**src/rtl/morse_encoder.sv**
```systemverilog
// morse_encoder
//   Transmit side of the Morse path. Takes one character as a dot/dash
//   pattern over a valid/ready handshake and keys it out with standard
//   Morse timing. The timing comes from a prescaler that counts clock
//   cycles per Morse unit.
//
//   Parameters
//     UNIT_CYCLES  clock cycles per Morse time unit (>= 1)
//     MAX_SYMS     maximum dots/dashes per character (<= 7)
//
//   Ports
//     CLK         system clock; all logic runs on its rising edge
//     RST         synchronous, active-high reset
//     in_valid    a character is presented on in_len / in_pattern
//     in_ready    encoder is idle and can accept a character this cycle
//     in_len      symbol count 0..MAX_SYMS; 0 means word space; larger values clamp
//     in_pattern  bit i is symbol i, sent LSB first (1 = dash, 0 = dot)
//     key_out     1 = mark (tone/LED on), 0 = space
//     busy        inverse of in_ready
//     done        one-cycle pulse when a character, including its gap, finishes
module morse_encoder #(
  parameter int UNIT_CYCLES = 25,
  parameter int MAX_SYMS    = 5
) (
  input  logic                CLK,
  input  logic                RST,
  input  logic                in_valid,
  output logic                in_ready,
  input  logic [2:0]          in_len,
  input  logic [MAX_SYMS-1:0] in_pattern,
  output logic                key_out,
  output logic                busy,
  output logic                done
);

  localparam int              CW       = (UNIT_CYCLES > 1) ? $clog2(UNIT_CYCLES) : 1;
  localparam logic [CW-1:0]   CYC_LAST = CW'(UNIT_CYCLES - 1);
  localparam logic [2:0]      LEN_MAX  = 3'(MAX_SYMS);

  typedef enum logic [2:0] {
    IDLE,
    MARK,
    SPACE,
    CGAP,
    WGAP
  } state_t;

  state_t                state_q, state_d;
  logic [CW-1:0]         cyc_q, cyc_d;
  logic [2:0]            unit_q, unit_d;
  logic [2:0]            sym_q, sym_d;
  logic [2:0]            len_q, len_d;
  logic [MAX_SYMS-1:0]   pat_q, pat_d;
  logic                  done_q, done_d;

  logic                  is_dash;
  logic                  unit_end;
  logic                  phase_end;
  logic [2:0]            unit_last;

  // The current symbol is selected with a mask rather than an index, so an
  // index past MAX_SYMS simply reads as a dot.
  assign is_dash  = |(pat_q & (MAX_SYMS'(1) << sym_q));
  assign unit_end = (cyc_q == CYC_LAST);

  // unit_last holds the index of the final unit in the current phase. The
  // phase ends when that unit's last cycle is reached.
  always_comb begin
    unit_last = 3'd0;
    case (state_q)
      MARK:    unit_last = is_dash ? 3'd2 : 3'd0;
      SPACE:   unit_last = 3'd0;
      CGAP:    unit_last = 3'd2;
      WGAP:    unit_last = 3'd6;
      default: unit_last = 3'd0;
    endcase
  end

  assign phase_end = unit_end && (unit_q == unit_last);

  always_comb begin
    state_d = state_q;
    cyc_d   = cyc_q;
    unit_d  = unit_q;
    sym_d   = sym_q;
    len_d   = len_q;
    pat_d   = pat_q;
    done_d  = 1'b0;

    // The prescaler free-runs in every active state. A phase change
    // overrides it below.
    if (state_q != IDLE) begin
      if (unit_end) begin
        cyc_d  = '0;
        unit_d = unit_q + 3'd1;
      end else begin
        cyc_d  = cyc_q + CW'(1);
      end
    end

    case (state_q)
      IDLE: begin
        if (in_valid) begin
          len_d   = (in_len > LEN_MAX) ? LEN_MAX : in_len;
          pat_d   = in_pattern;
          sym_d   = 3'd0;
          cyc_d   = '0;
          unit_d  = 3'd0;
          state_d = (in_len == 3'd0) ? WGAP : MARK;
        end
      end
      MARK: begin
        if (phase_end) begin
          cyc_d  = '0;
          unit_d = 3'd0;
          if ((sym_q + 3'd1) < len_q) begin
            sym_d   = sym_q + 3'd1;
            state_d = SPACE;
          end else begin
            state_d = CGAP;
          end
        end
      end
      SPACE: begin
        if (phase_end) begin
          cyc_d   = '0;
          unit_d  = 3'd0;
          state_d = MARK;
        end
      end
      CGAP, WGAP: begin
        if (phase_end) begin
          cyc_d   = '0;
          unit_d  = 3'd0;
          done_d  = 1'b1;
          state_d = IDLE;
        end
      end
      default: state_d = IDLE;
    endcase
  end

  always_ff @(posedge CLK) begin
    if (RST) begin
      state_q <= IDLE;
      cyc_q   <= '0;
      unit_q  <= 3'd0;
      sym_q   <= 3'd0;
      len_q   <= 3'd0;
      pat_q   <= '0;
      done_q  <= 1'b0;
    end else begin
      state_q <= state_d;
      cyc_q   <= cyc_d;
      unit_q  <= unit_d;
      sym_q   <= sym_d;
      len_q   <= len_d;
      pat_q   <= pat_d;
      done_q  <= done_d;
    end
  end

  // The done cycle is also an IDLE cycle. This lets characters run
  // back to back with no extra idle cycle between them.
  assign in_ready = (state_q == IDLE);
  assign busy     = ~in_ready;
  assign key_out  = (state_q == MARK);
  assign done     = done_q;

endmodule
```
**config.mk**
```make
export PLATFORM = sky130hd
export DESIGN_NAME = morse_encoder
export DESIGN_NICKNAME = d
export VERILOG_FILES = /design/src/rtl/morse_encoder.sv
export SDC_FILE = /design/constraint.sdc
export NUM_CORES = 1
export LEC_CHECK = 0
export BUFFER_PORTS_ARGS = -buffer_cell sky130_fd_sc_hd__buf_2
export CAP_MARGIN = 25
export CORE_UTILIZATION = 52
export DETAILED_ROUTE_END_ITERATION = 10
export PLACE_DENSITY = 0.74
export SKIP_CTS_REPAIR_TIMING = 1
export SYNTH_ARGS = -nofsm -noshare
export SYNTH_HDL_FRONTEND = slang
export SYNTH_SLANG_ARGS = --single-unit
export TNS_END_PERCENT = 50
```
**constraint.sdc**
```tcl
create_clock -name CLK -period 1.9 [get_ports CLK]
set_input_delay 0.38 -clock CLK [delete_from_list [all_inputs] [get_ports CLK]]
set_output_delay 0.38 -clock CLK [all_outputs]
set_load 0.03 [all_outputs]
```
# Word-level counts from Yosys, hierarchy flattened

Index checks and enable logic that the tools add are counted.

Register bits: 23
Latch bits: 0
Memory bits (writable): 0
ROM bits: 0
Input port bits: 11
Output and inout port bits: 4
Word-level logic and storage cells: 64
Memories kept: 0

Add/sub/neg operators: 3
Multipliers: 0
Div/mod/pow operators: 0
Magnitude comparators: 2
Equal/unequal tests: 11
Shift operators: 1
Muxes and demuxes: 25
Bitwise operators: 3
Reduce and logical (&&, ||, !) cells: 12

Operator list:

| cell                  | number |
|---|---|
| $mux W3               | 13 |
| $mux W5               | 4 |
| $pmux W3 S2           | 2 |
| $pmux W3 S4           | 1 |
| $pmux W5 S2           | 1 |
| $pmux W3 S3           | 1 |
| $reduce_and A4 Y1     | 2 |
| $add A3 B1 Y3 const B | 2 |
| $eq A3 B2 Y1 const B  | 2 |
| $logic_not A3 Y1      | 2 |
| $ne A2 B2 Y1 const B  | 3 |
| $add A5 B1 Y5 const B | 1 |
| $and A5 B5 Y5         | 1 |
| $eq A5 B5 Y1 const B  | 1 |
| $reduce_or A5 Y1      | 1 |
| $shl A1 B3 Y5 const A | 1 |
| $ne A2 B1 Y1 const B  | 2 |
| $reduce_or A2 Y1      | 2 |
| $reduce_or A4 Y1      | 1 |
| $eq A3 B1 Y1 const B  | 1 |
| $eq A3 B3 Y1          | 1 |
| $eq A3 B3 Y1 const B  | 1 |
| $gt A3 B3 Y1 const B  | 1 |
| $lt A3 B3 Y1          | 1 |
| 7 further kinds       | 9 |

# Logic depth before layout (Yosys ltp)

Word-level depth: 9
Depth in mapped cells: 8
Depth with buffers taken out: 8

# Worst setup path after synthesis

No wires, ideal clock.

Path type: register -> register
From: register sym_q[0]
To: register state_q[0]
Setup time: 79 ps
Arrival: 1799 ps
Data required time: 1821 ps
Slack: 21 ps
Stages on the path, launching flop included: 9
Path buffers: 0
Period minus slack after synthesis: 1879 ps
Path through: dfxtp_1 -> inv_1 -> ha_1 -> ha_1 -> a21boi_0 -> o21ai_0 -> nor2b_1 -> o221a_2 -> a211oi_2

Longest elaborated chain between the ends: 9
Elaborated cells on any way between the ends: 16
Classes of those cells: 1 x add/sub; 1 x order compare; 4 x eq/ne; 1 x shift; 5 x mux; 1 x bitwise; 3 x reduce/logical

RTL lines:

| element                                                | line | source |
|---|---|---|
| start, declared                                        | 51   | `logic [2:0] sym_q, sym_d;` |
| start signal, assigned                                 | 156  | `sym_q <= sym_d;` |
| $shl A1 B3 Y5                                          | 63   | `assign is_dash = \|(pat_q & (MAX_SYMS'(1) << sym_q));` |
| $and A5 B5 Y5                                          | 63   |  |
| $reduce_or A5 Y1                                       | 63   |  |
| $mux W2                                                | 71   | `MARK: unit_last = is_dash ? 3'd2 : 3'd0;` |
| $pmux W3 S3                                            | 70   | `case (state_q)` |
| $eq A3 B3 Y1                                           | 79   | `assign phase_end = unit_end && (unit_q == unit_last);` |
| $logic_and A1 B1 Y1                                    | 79   |  |
| $ne A2 B2 Y1 (no line) or $ne A2 B1 Y1 (tied branches) | --   |  |
| $reduce_and A4 Y1 (no line)                            | --   |  |
| end signal, assigned                                   | 153  | `state_q <= state_d;` |
| end, declared                                          | 48   | `state_t state_q, state_d;` |

Parallel ways exist; a longest one is shown, timed or not. The select of a mux whose other input is x is not followed.
A chain may end at the register's enable or synchronous reset.

# Final worst setup path

From: register sym_q[0]
To: register state_q[2]

Longest elaborated chain between the ends: 9
Elaborated cells on any way between the ends: 11
Classes of those cells: 4 x eq/ne; 1 x shift; 2 x mux; 1 x bitwise; 3 x reduce/logical

RTL lines:

| element                                                | line |
|---|---|
| $shl A1 B3 Y5 *                                        | 63 |
| $and A5 B5 Y5 *                                        | 63 |
| $reduce_or A5 Y1 *                                     | 63 |
| $mux W2 *                                              | 71 |
| $pmux W3 S3 *                                          | 70 |
| $eq A3 B3 Y1 *                                         | 79 |
| $logic_and A1 B1 Y1 *                                  | 79 |
| $ne A2 B2 Y1 (no line) or $ne A2 B1 Y1 (tied branches) | -- |
| $reduce_and A4 Y1 (no line) *                          | -- |

Mark *: on every way between the ends. The rest lies on a longest branch, timed or not.

==> metrics.md <==
| Metric | Value |
|---|---|
| Status | `finished with violations` |
| Failing checks | `negative setup slack` |
| Final setup vio count | `9` |
| Unrepaired setup endpoints after global routing | `true` |
| Sum Neg Setup Slack | `-0.175 ns` |
| Root Buffer | `clkbuf_4` |
| Final wirelength | `between 3000 and 4000 um` |
| Worst-skew pair later-pin latency | `between 0.3 and 0.4 ns` |
| Horiz. Die Dim | `roughly 55 um` |
| Cell row count | `18` |
| Total Routing Usage GR | `0.231` |
| Final Critical Period | `~1.9 ns` |
| Global-route wire length before repair | `roughly 5600 um` |
| Total global routing overflow | `0` |
| Hold Path Class | `input pin to register` |
| Sequential-to-total area share from yosys stat | `0.313` |
| Pwr per Cell Area | `491 mW/mm^2` |
| Design area | `just under 0.002 mm^2` |
| Pre-antenna DRT Iters | `4` |
| Final Hold Fails | `0` |
| Critical path type | `register to register` |
| Synth Area per Inst | `a little over 9 um^2` |
| Num ports | `15` |
| Arr. time, crit path | `about 2.2 ns` |
| Worst slew pin tran | `0.588 ns` |
| CORE AREA | `0.00257 mm^2` |
| Nets | `approximately 210` |
| Initial DRC Count | `26` |
| Startpoint Class | `register` |
| Period utilization | `1.03` |
| Critical path fanouts, max | `6` |
| Synth cell types | `50` |
| Worst Slack Setup Final | `-0.0476 ns` |
| Syn nets | `about 180` |
| Detailed placement HPWL | `between 2000 and 3000 um` |
| Syn Std Cell Area | `0.00147 mm^2` |
| Peak VDD IR | `around 0.53 mV` |
| Crit end category | `register` |
| Worst R2R Start | `sym_q[0]` |
| Slew Limit Fails | `0` |
| Largest net degree at the start of global routing | `23` |
| Ys flop type | `dfxtp_1` |
| Synth Warn # | `0` |
| Static Leak | `between 0.6 and 0.7 nW` |
| DRC Markers | `0` |
| Via Count | `roughly 1300` |
| CP required | `2.13 ns` |
| Initial antenna violation count | `0` |
| Setup skew after layout | `about 0.0024 ns` |
| Die area | `a little over 0.003 mm^2` |
| CTS Sinks | `23` |
| WL/cell | `17.7 um` |
| Vias in the first global route | `roughly 1300` |
| TritonCTS clock tree | `yes` |
| Area Overhead vs Synth | `34.8%` |
| Die Span Y | `approximately 55 um` |
| Share of cells above drive strength 1 | `0.487` |
| Asr flop ratio synth | `0` |
| ANT cells | `0` |
| Number of nets with antenna violations after routing | `0` |
| DR vias/cell | `~6.1` |
| Starting Density | `0.574` |
| Register bit total from synthesis | `23` |
| GPL Wtd Cong | `0.838` |
| Number of synthesized flops with an enable pin | `0` |
| Max Fclk | `~510 MHz` |
| Placed cell area | `roughly 0.0016 mm^2` |
| Port bufs | `14` |
| Worst-path clk slew | `about 0.13 ns` |
| Maxcap violations | `0` |
| CTS Buffer Depth | `2` |
| Mapped Cells | `160` |
| Max H-tree Level | `1` |
| Hold wc startpoint | `in_pattern[0]` |
| Critical path startpoint | `sym_q[0]` |
| Slew margin rel. | `0.608` |
| TritonCTS Buffers | `3` |
==> flip-flops by register name, indices dropped and copies added, names as in the netlist <==
signal	count
cyc_q	5
pat_q	5
len_q	3
state_q	3
sym_q	3
unit_q	3
done	1
==> stage by stage <==
| step | hold slack [ns] | instances | worst slack, ns | total power, W | utilization |
|---|---|---|---|---|---|
| 2_1_floorplan | 0.432 | 160 | 0.0214 | 0.000641 | - |
| 3_3_place_gp | 0.442 | 205 | 0.00620 | 0.000673 | 0.617 |
| 3_5_place_dp | 0.446 | 205 | -0.0962 | 0.000681 | 0.617 |
| 4_1_cts | 0.277 | 209 | -0.224 | 0.000915 | 0.629 |
| 5_1_grt | 0.263 | 219 | -0.0979 | 0.00102 | 0.773 |
| 6_report | 0.278 | 219 | -0.0476 | 0.000976 | 0.773 |
==> cells by family (layout without fill, tap and decap cells) <==
logic type	after synthesis	after routing	synth area share
compound gates	43	43	0.255
xor+xnor	3	3	0.0229
fa+ha+maj	10	10	0.0850
buf+inv	17	46	0.0629
flops	23	23	0.313
mux	4	4	0.0280
simple gates	60	60	0.234
==> critical path, cell delays in order (launching register included) <==
cell and delay, ns:
dfxtp_2 0.36, ha_2 0.21, ha_4 0.17, a21oi_4 0.16
a2bb2oi_4 0.24, a211o_4 0.27, nand3_4 0.10, a2111oi_4 0.35
==> power breakdown <==
group          total, W  switching, W  leakage [nW]  internal [W]
logic          0.000223      0.000125         0.493     0.0000989
clock network  0.000238      0.000158        0.0139     0.0000806
registers      0.000514     0.0000166         0.192      0.000497
==> cell usage in the layout, fill, tap and decap left out, types with 5 or more instances in the layout <==
master,count
nand2_1,16
a21oi_1,14
dfxtp_1,14
buf_4,13
buf_2,12
nor2_1,7
nor3_1,7
dfxtp_2,6
inv_1,5
a2111oi_4,5
buf_6,5
==> synthesized netlist by cell type (all sizes together), types with 4 or more instances <==
master | number | area share
a2111oi | 6 | 0.070
a211oi | 5 | 0.029
a21oi | 15 | 0.051
buf | 6 | 0.035
dfxtp | 23 | 0.31
ha | 10 | 0.085
inv | 10 | 0.025
nand2 | 17 | 0.048
nand3 | 5 | 0.017
nand3b | 4 | 0.020
nor2 | 8 | 0.020
nor3 | 7 | 0.024
==> routing by layer <==
layer / vias up / GRT usage / part of all wire
met1: 638 / 0.264 / 0.43
li1: 647 / - / -
met5: - / 0 / 0
met3: 12 / 0.0679 / 0.034
met4: 0 / 0.111 / 0.025
met2: 31 / 0.391 / 0.51
==> final cells by class <==
| type | count | area (um^2) |
|---|---|---|
| tap | 30 | 37.5 |
| inverter | 10 | 40.0 |
| multi-input combinational | 120 | 1150 |
| fill | 159 | 582 |
| clock buffer | 3 | 22.5 |
| sequential | 23 | 479 |
| timing repair buffer | 32 | 249 |
| clock inverter | 1 | 7.51 |
==> final timing paths <==
| kind | to | slack (ns) | cells past startpoint |
|---|---|---|---|
| setup / recovery | state_q[2] | -0.05 | 7 |
| hold reg to reg | len_q[1] | 0.46 | 2 |
| hold / removal | pat_q[0] | 0.28 | 3 |
| setup reg to reg | state_q[2] | -0.05 | 7 |
(Power assumes the default switching activity.)
